## src/rtl/obstacle_scheduler.sv

```systemverilog
// rtl/obstacle_scheduler.sv - obstacle slot sequencer and game-state FSM for the runner game
//
// Purpose: owns three obstacle slots (valid, x, type). It spawns slots at randomised
// frame intervals, scrolls them left at a speed that ramps with play time, and retires
// them once they leave the screen. It also runs the IDLE / RUN / HALT game-state FSM.
//
// Ports:
//   clk        system clock
//   reset_n    asynchronous active-low reset
//   frame_tick one-cycle pulse per video frame
//   start      debounced button level; a 0->1 edge is a press
//   collide    collision flag from the renderer
//   random     LFSR value, used only when a slot spawns
//   obj_valid  per-slot valid
//   obj_x      slot i x-position at [11i+10:11i]
//   obj_type   slot i type at [2i+1:2i] (0..2)
//   speed      pixels per frame
//   score      frames survived in the current run (saturating)
//   state      0=IDLE, 1=RUN, 2=HALT
module obstacle_scheduler #(
  parameter int SPAWN_X    = 640,
  parameter int MIN_GAP    = 40,
  parameter int INIT_SPEED = 2,
  parameter int MAX_SPEED  = 8,
  parameter int SPEED_STEP = 600
) (
  input  logic        clk,
  input  logic        reset_n,
  input  logic        frame_tick,
  input  logic        start,
  input  logic        collide,
  input  logic [4:0]  random,
  output logic [2:0]  obj_valid,
  output logic [32:0] obj_x,
  output logic [5:0]  obj_type,
  output logic [3:0]  speed,
  output logic [15:0] score,
  output logic [1:0]  state
);

  typedef enum logic [1:0] {
    ST_IDLE = 2'd0,
    ST_RUN  = 2'd1,
    ST_HALT = 2'd2
  } state_t;

  localparam int              STEP_W       = $clog2(SPEED_STEP + 1);
  localparam logic [10:0]     SPAWN_X_W    = 11'(SPAWN_X);
  localparam logic [7:0]      MIN_GAP_W    = 8'(MIN_GAP);
  localparam logic [3:0]      INIT_SPEED_W = 4'(INIT_SPEED);
  localparam logic [3:0]      MAX_SPEED_W  = 4'(MAX_SPEED);
  localparam logic [STEP_W-1:0] STEP_LAST  = STEP_W'(SPEED_STEP - 1);

  // Registered state
  state_t              r_state;
  logic [2:0]          r_valid;
  logic [32:0]         r_x;
  logic [5:0]          r_type;
  logic [3:0]          r_speed;
  logic [15:0]         r_score;
  logic [7:0]          r_timer;
  logic [STEP_W-1:0]   r_step;
  logic                r_start_d;

  // Next-state values
  state_t              w_state_nxt;
  logic [2:0]          w_valid_nxt;
  logic [32:0]         w_x_nxt;
  logic [5:0]          w_type_nxt;
  logic [3:0]          w_speed_nxt;
  logic [15:0]         w_score_nxt;
  logic [7:0]          w_timer_nxt;
  logic [STEP_W-1:0]   w_step_nxt;

  logic                w_press;
  logic [7:0]          w_timer_dec;
  logic                w_found;
  int                  w_slot;
  logic [1:0]          w_rand_type;
  logic [10:0]         w_cur_x;

  // Type code 3 is not a valid obstacle, so it folds onto cactus1.
  assign w_rand_type = (random[1:0] == 2'd3) ? 2'd0 : random[1:0];

  always_comb begin
    w_press     = start & ~r_start_d;
    w_state_nxt = r_state;
    w_valid_nxt = r_valid;
    w_x_nxt     = r_x;
    w_type_nxt  = r_type;
    w_speed_nxt = r_speed;
    w_score_nxt = r_score;
    w_timer_nxt = r_timer;
    w_step_nxt  = r_step;
    w_timer_dec = r_timer;
    w_found     = 1'b0;
    w_slot      = 0;
    w_cur_x     = '0;

    case (r_state)
      ST_IDLE, ST_HALT: begin
        // A press starts a fresh run from either state; collide is not looked at
        // here, so a restart while still colliding halts again on the next cycle.
        if (w_press) begin
          w_state_nxt = ST_RUN;
          w_valid_nxt = '0;
          w_x_nxt     = '0;
          w_type_nxt  = '0;
          w_score_nxt = '0;
          w_speed_nxt = INIT_SPEED_W;
          w_timer_nxt = MIN_GAP_W;
          w_step_nxt  = '0;
        end
      end

      ST_RUN: begin
        if (collide) begin
          // Collision wins over a coincident frame tick: the frame is frozen as is.
          w_state_nxt = ST_HALT;
        end else if (frame_tick) begin
          // Move or retire every live slot using the speed in effect this frame.
          for (int i = 0; i < 3; i++) begin
            w_cur_x = r_x[i*11 +: 11];
            if (r_valid[i]) begin
              if (w_cur_x >= {7'd0, r_speed}) begin
                w_x_nxt[i*11 +: 11] = w_cur_x - {7'd0, r_speed};
              end else begin
                w_valid_nxt[i] = 1'b0;
              end
            end
          end

          if (r_score != 16'hFFFF) begin
            w_score_nxt = r_score + 16'd1;
          end

          if (r_step == STEP_LAST) begin
            w_step_nxt = '0;
            if (r_speed < MAX_SPEED_W) begin
              w_speed_nxt = r_speed + 4'd1;
            end
          end else begin
            w_step_nxt = r_step + STEP_W'(1);
          end

          w_timer_dec = (r_timer != 8'd0) ? (r_timer - 8'd1) : 8'd0;
          w_timer_nxt = w_timer_dec;

          // Spawn into the lowest free slot, seeing slots freed by this frame's
          // retirement. With no free slot the timer parks at 0 and retries.
          if (w_timer_dec == 8'd0) begin
            for (int i = 0; i < 3; i++) begin
              if (!w_valid_nxt[i] && !w_found) begin
                w_found = 1'b1;
                w_slot  = i;
              end
            end
            if (w_found) begin
              w_valid_nxt[w_slot]        = 1'b1;
              w_x_nxt[w_slot*11 +: 11]   = SPAWN_X_W;
              w_type_nxt[w_slot*2 +: 2]  = w_rand_type;
              w_timer_nxt = MIN_GAP_W + {2'b00, random[4:2], 3'b000};
            end
          end
        end
      end

      default: begin
        w_state_nxt = ST_IDLE;
      end
    endcase
  end

  always_ff @(posedge clk or negedge reset_n) begin
    if (!reset_n) begin
      r_state <= ST_IDLE;
    end else begin
      r_state <= w_state_nxt;
    end
  end

  always_ff @(posedge clk or negedge reset_n) begin
    if (!reset_n) begin
      r_valid   <= '0;
      r_x       <= '0;
      r_type    <= '0;
      r_speed   <= INIT_SPEED_W;
      r_score   <= '0;
      r_timer   <= MIN_GAP_W;
      r_step    <= '0;
      r_start_d <= 1'b0;
    end else begin
      r_valid   <= w_valid_nxt;
      r_x       <= w_x_nxt;
      r_type    <= w_type_nxt;
      r_speed   <= w_speed_nxt;
      r_score   <= w_score_nxt;
      r_timer   <= w_timer_nxt;
      r_step    <= w_step_nxt;
      r_start_d <= start;
    end
  end

  assign obj_valid = r_valid;
  assign obj_x     = r_x;
  assign obj_type  = r_type;
  assign speed     = r_speed;
  assign score     = r_score;
  assign state     = r_state;

endmodule

```

## config.mk

```make
export PLATFORM = sky130hd
export DESIGN_NAME = obstacle_scheduler
export DESIGN_NICKNAME = d
export VERILOG_FILES = /design/src/rtl/obstacle_scheduler.sv
export SDC_FILE = /design/constraint.sdc
export NUM_CORES = 1
export LEC_CHECK = 0
export ABC_AREA = 1
export ABC_CLOCK_PERIOD_IN_PS = 2900
export BUFFER_PORTS_ARGS = -buffer_cell sky130_fd_sc_hd__buf_2
export CAP_MARGIN = 10
export CORE_MARGIN = 2
export CORE_UTILIZATION = 50
export DETAILED_ROUTE_END_ITERATION = 10
export PLACE_DENSITY = 0.78
export SYNTH_ARGS = -nofsm -noshare
export SYNTH_HDL_FRONTEND = slang
export SYNTH_SLANG_ARGS = --single-unit
```

## constraint.sdc

```tcl
create_clock -name clk -period 2.9 [get_ports clk]
set_input_delay 0.29 -clock clk [delete_from_list [all_inputs] [get_ports clk]]
set_output_delay 0.29 -clock clk [all_outputs]
set_load 0.03 [all_outputs]
```

==> impl_metrics.yaml <==
timing:
  fmax_mhz: 389
  maxSlewHeadroom: 0.432
  drv_slew: 0
  period_share: 0.887
  clock_skew_ns: 0.0182
  setup_tns_ns: 0
  rsz0062_at_grt: "false"
  finalSetupViolations: 0
  worst_slew_pin_slew_ns: 0.841
  period_needed_ns: 2.57
  hold_viol_final: 0
clock_network:
  cts_root_buf: "clkbuf_8"
  cts_max_level: 3
  clk-insertion-delay-late_ns: 0.37
  cts_tree: "done"
  cts_setup_buffers: 0
  path_clk_slew_ns: 0.09
  cts_sinks: 83
  cts_buffer_depth: 2
  numCtsBuffers: 9
drt:
  vias: 5277
  wire_per_inst_um: 13.9
  drtIter0Drc: 300
  totalWireLength_um: 13800
  ant_nets: 0
  drc: 0
  dr.pass1.iters: 8
  viasPerCell: 5.32
final_layout:
  drive_gt1_frac: 0.173
  final_nets: 876
  multi_input_area_sq_um: 3040
  instances_no_fill: 992
  regArea_sq_um: 2080
  syn_to_final_growth_pct: 14.1
  fillers: 1016
logic_synthesis:
  seq_area_frac_synth: 0.374
  async_flop_share: 1.00
  syn_nets: 802
  yosys-top-cells-count: "nand2_1, inv_1, nor2_1"
  ys.flop_type: "dfrtp_1"
  synth_most_common_cell: "nand2_1"
  synth.top_cell.area_share: 0.360
  syn_area_per_cell_sq_um: 7.21
  ys_ff_latch: 83
  yosys.area.top_type: "dfrtp_1"
  synthCells: 772
  synth_edf_count: 0
  synth_area_leaders: "dfrtp_1, nand2_1, inv_1"
  synth_area_sq_um: 5560
  yosys_warnings: 0
  ys_types: 44
global_route:
  grt_pass1_wl_um: 23300
  antenna_found_initial: 1
  grt-ovfl-total: 0
  grtUsageTotal: 0.246
  grt_start_max_net_pins: 49
  grt_pass1_vias: 4993
worst_setup_path:
  cpMaxStageDelayCell: "dfstp_2"
  cp.arrival_ns: 2.83
  critical_path_buf_inv_count: 2
  path_cells: "inv_1 -> ha_1 -> nand2_1 -> nor2_1 -> nand3_1 -> nand3_1 -> nand2_1 -> nor2_1 -> nand2_1 -> nand2_4 -> inv_1 -> nand2_1 -> nand2_1 -> nand2_1 -> nand2_1"
  reg2reg_depth: 15
  regToRegSetupSlack_ns: 0.33
  cp_slowest_stage_delay_ns: 0.56
  crit_family: "simple AND/OR/NAND/NOR gates"
  rr_endpoint: "r_timer[4]$_DFFE_PN0P_"
  cpMostUsedCell: "nand2_1"
  crit_type: "register to register"
  path_max_fanout: 11
  r2r_start: "speed[1]$_DFFE_PN1P_"
  critPathCaptureType: "register"
  cp-start-kind: "register"
  crit_required_ns: 3.16
power_and_ir_drop:
  power_density_nw_per_um2: 583
  p_leak_nw: 3.28
  vdd_drop_max_mv: 0.304
hold_path:
  hold_class: "input port to register"
  hold_path_depth: 1
  holdPathEnd: "r_start_d$_DFF_PN0_"
  holdCritStartpoint: "start"
floorplan:
  placement_rows: 38
  start_util: 0.513
  die_w_um: 109
  coreArea_sq_um: 10800
  die_y_um: 109
  fp.dieArea_sq_um: 12000
  ios: 74
job:
  maxCapViolCount: 0
place:
  dp_hpwl_um: 10100
  dpl.cell_count: 974
  place_congestion: 0.913
  io_buffers: 73
outcome:
  outcome: "finished clean"
## state kept, by name (all words and copies together) (netlist names)
register and count:
obj_x 33, obj_type 6, r_timer 8, score 16, r_start_d 1, obj_valid 3
r_step 10, speed 4, state 2
## cell usage in the layout (no fill, tap or decap), types with 2 or more instances in the layout
| cell type | Yosys | final |
|---|---|---|
| nand2_2 | 9 | 9 |
| o21ai_1 | 9 | 9 |
| nand2_4 | 5 | 5 |
| inv_2 | 9 | 9 |
| buf_2 | 5 | 72 |
| fa_1 | 3 | 3 |
| nand3_1 | 60 | 60 |
| nor2_4 | 7 | 7 |
| bufinv_16 | 0 | 3 |
| inv_6 | 0 | 2 |
| xnor2_1 | 3 | 3 |
| a21oi_1 | 20 | 20 |
| o22ai_1 | 15 | 15 |
| nor2_1 | 81 | 81 |
| nor2_2 | 8 | 8 |
| o21ai_2 | 3 | 3 |
| clkinvlp_4 | 0 | 2 |
| buf_12 | 0 | 2 |
| dfstp_2 | 3 | 3 |
| nor3_1 | 11 | 11 |
| nor4_1 | 2 | 2 |
| nand3_2 | 4 | 4 |
| clkbuf_8 | 0 | 9 |
| inv_1 | 92 | 92 |
| o31ai_1 | 3 | 3 |
| o21ai_0 | 46 | 46 |
| ha_1 | 17 | 17 |
| dfrtp_1 | 80 | 80 |
| nand2_1 | 205 | 205 |
| xor2_1 | 22 | 22 |
| nand4_1 | 27 | 27 |
## area by class of cell
| cell class | count | area share |
|---|---|---|
| Timing Repair Buffer | 76 | 0.0658 |
| Clock inverter | 7 | 0.0193 |
| Antenna cell | 1 | 0.000394 |
| Clock buffer | 9 | 0.0195 |
| Sequential cell | 83 | 0.328 |
| Inverter | 102 | 0.0605 |
| Multi-Input combinational cell | 574 | 0.479 |
| Tap cell | 140 | 0.0276 |
## routing by layer
metal  track usage  up-vias  wire length, um
met3        0.0391       23              696
li1              -     2670                -
met1         0.345     2422             6550
met2         0.380      162             6200
met5             0        -                0
met4        0.0967        0              312
## how the worst max path moves through the flow
stage                               startpoint                      to  slack, ns  cells past startpoint
final                     speed[1]$_DFFE_PN1P_  r_timer[4]$_DFFE_PN0P_       0.33                     15
after CTS                 speed[1]$_DFFE_PN1P_  r_timer[4]$_DFFE_PN0P_       0.34                     15
after detailed placement  speed[1]$_DFFE_PN1P_  r_timer[4]$_DFFE_PN0P_       0.36                     15
after floorplan           speed[1]$_DFFE_PN1P_   obj_x[32]$_DFFE_PN0P_       0.62                     13
after global placement    speed[1]$_DFFE_PN1P_  r_timer[4]$_DFFE_PN0P_       0.42                     15
after global routing      speed[1]$_DFFE_PN1P_  r_timer[4]$_DFFE_PN0P_       0.05                     15
## through the flow
step	area (sq um)	setup slack [ns]	hold WS (ns)	util	power, mW
after floorplan	5560	0.615	-0.00559	-	2.35
after global placement	6090	0.425	0.286	0.562	2.64
after detailed placement	6090	0.357	0.285	0.562	2.66
after CTS	6340	0.342	0.0423	0.585	3.70
after global routing	6340	0.0460	0.0469	0.585	3.96
final	6350	0.328	0.0486	0.586	3.70
## cells by family (layout without fill, tap and decap cells)
kind of cell,count (synthesis),in the layout,synth area share
AND/OR/NAND/NOR,425,425,0.351
adder cells (fa/ha/maj),20,20,0.0490
other,0,1,0
flip-flops,83,83,0.374
AO/OA/AOI/OAI,104,104,0.107
XOR/XNOR,25,25,0.0394
buffers and inverters,115,194,0.0796
## power by group
part	switching (mW)	internal, mW
clock	0.471	0.578
sequential	0.0977	1.24
combinational	0.891	0.425
## timing repair
action,in CTS,in global routing
hold buffers,1,0
hold endpoints to repair,33,0
gates resized for setup,0,0
Note: power is estimated with default switching activity, not from simulation.
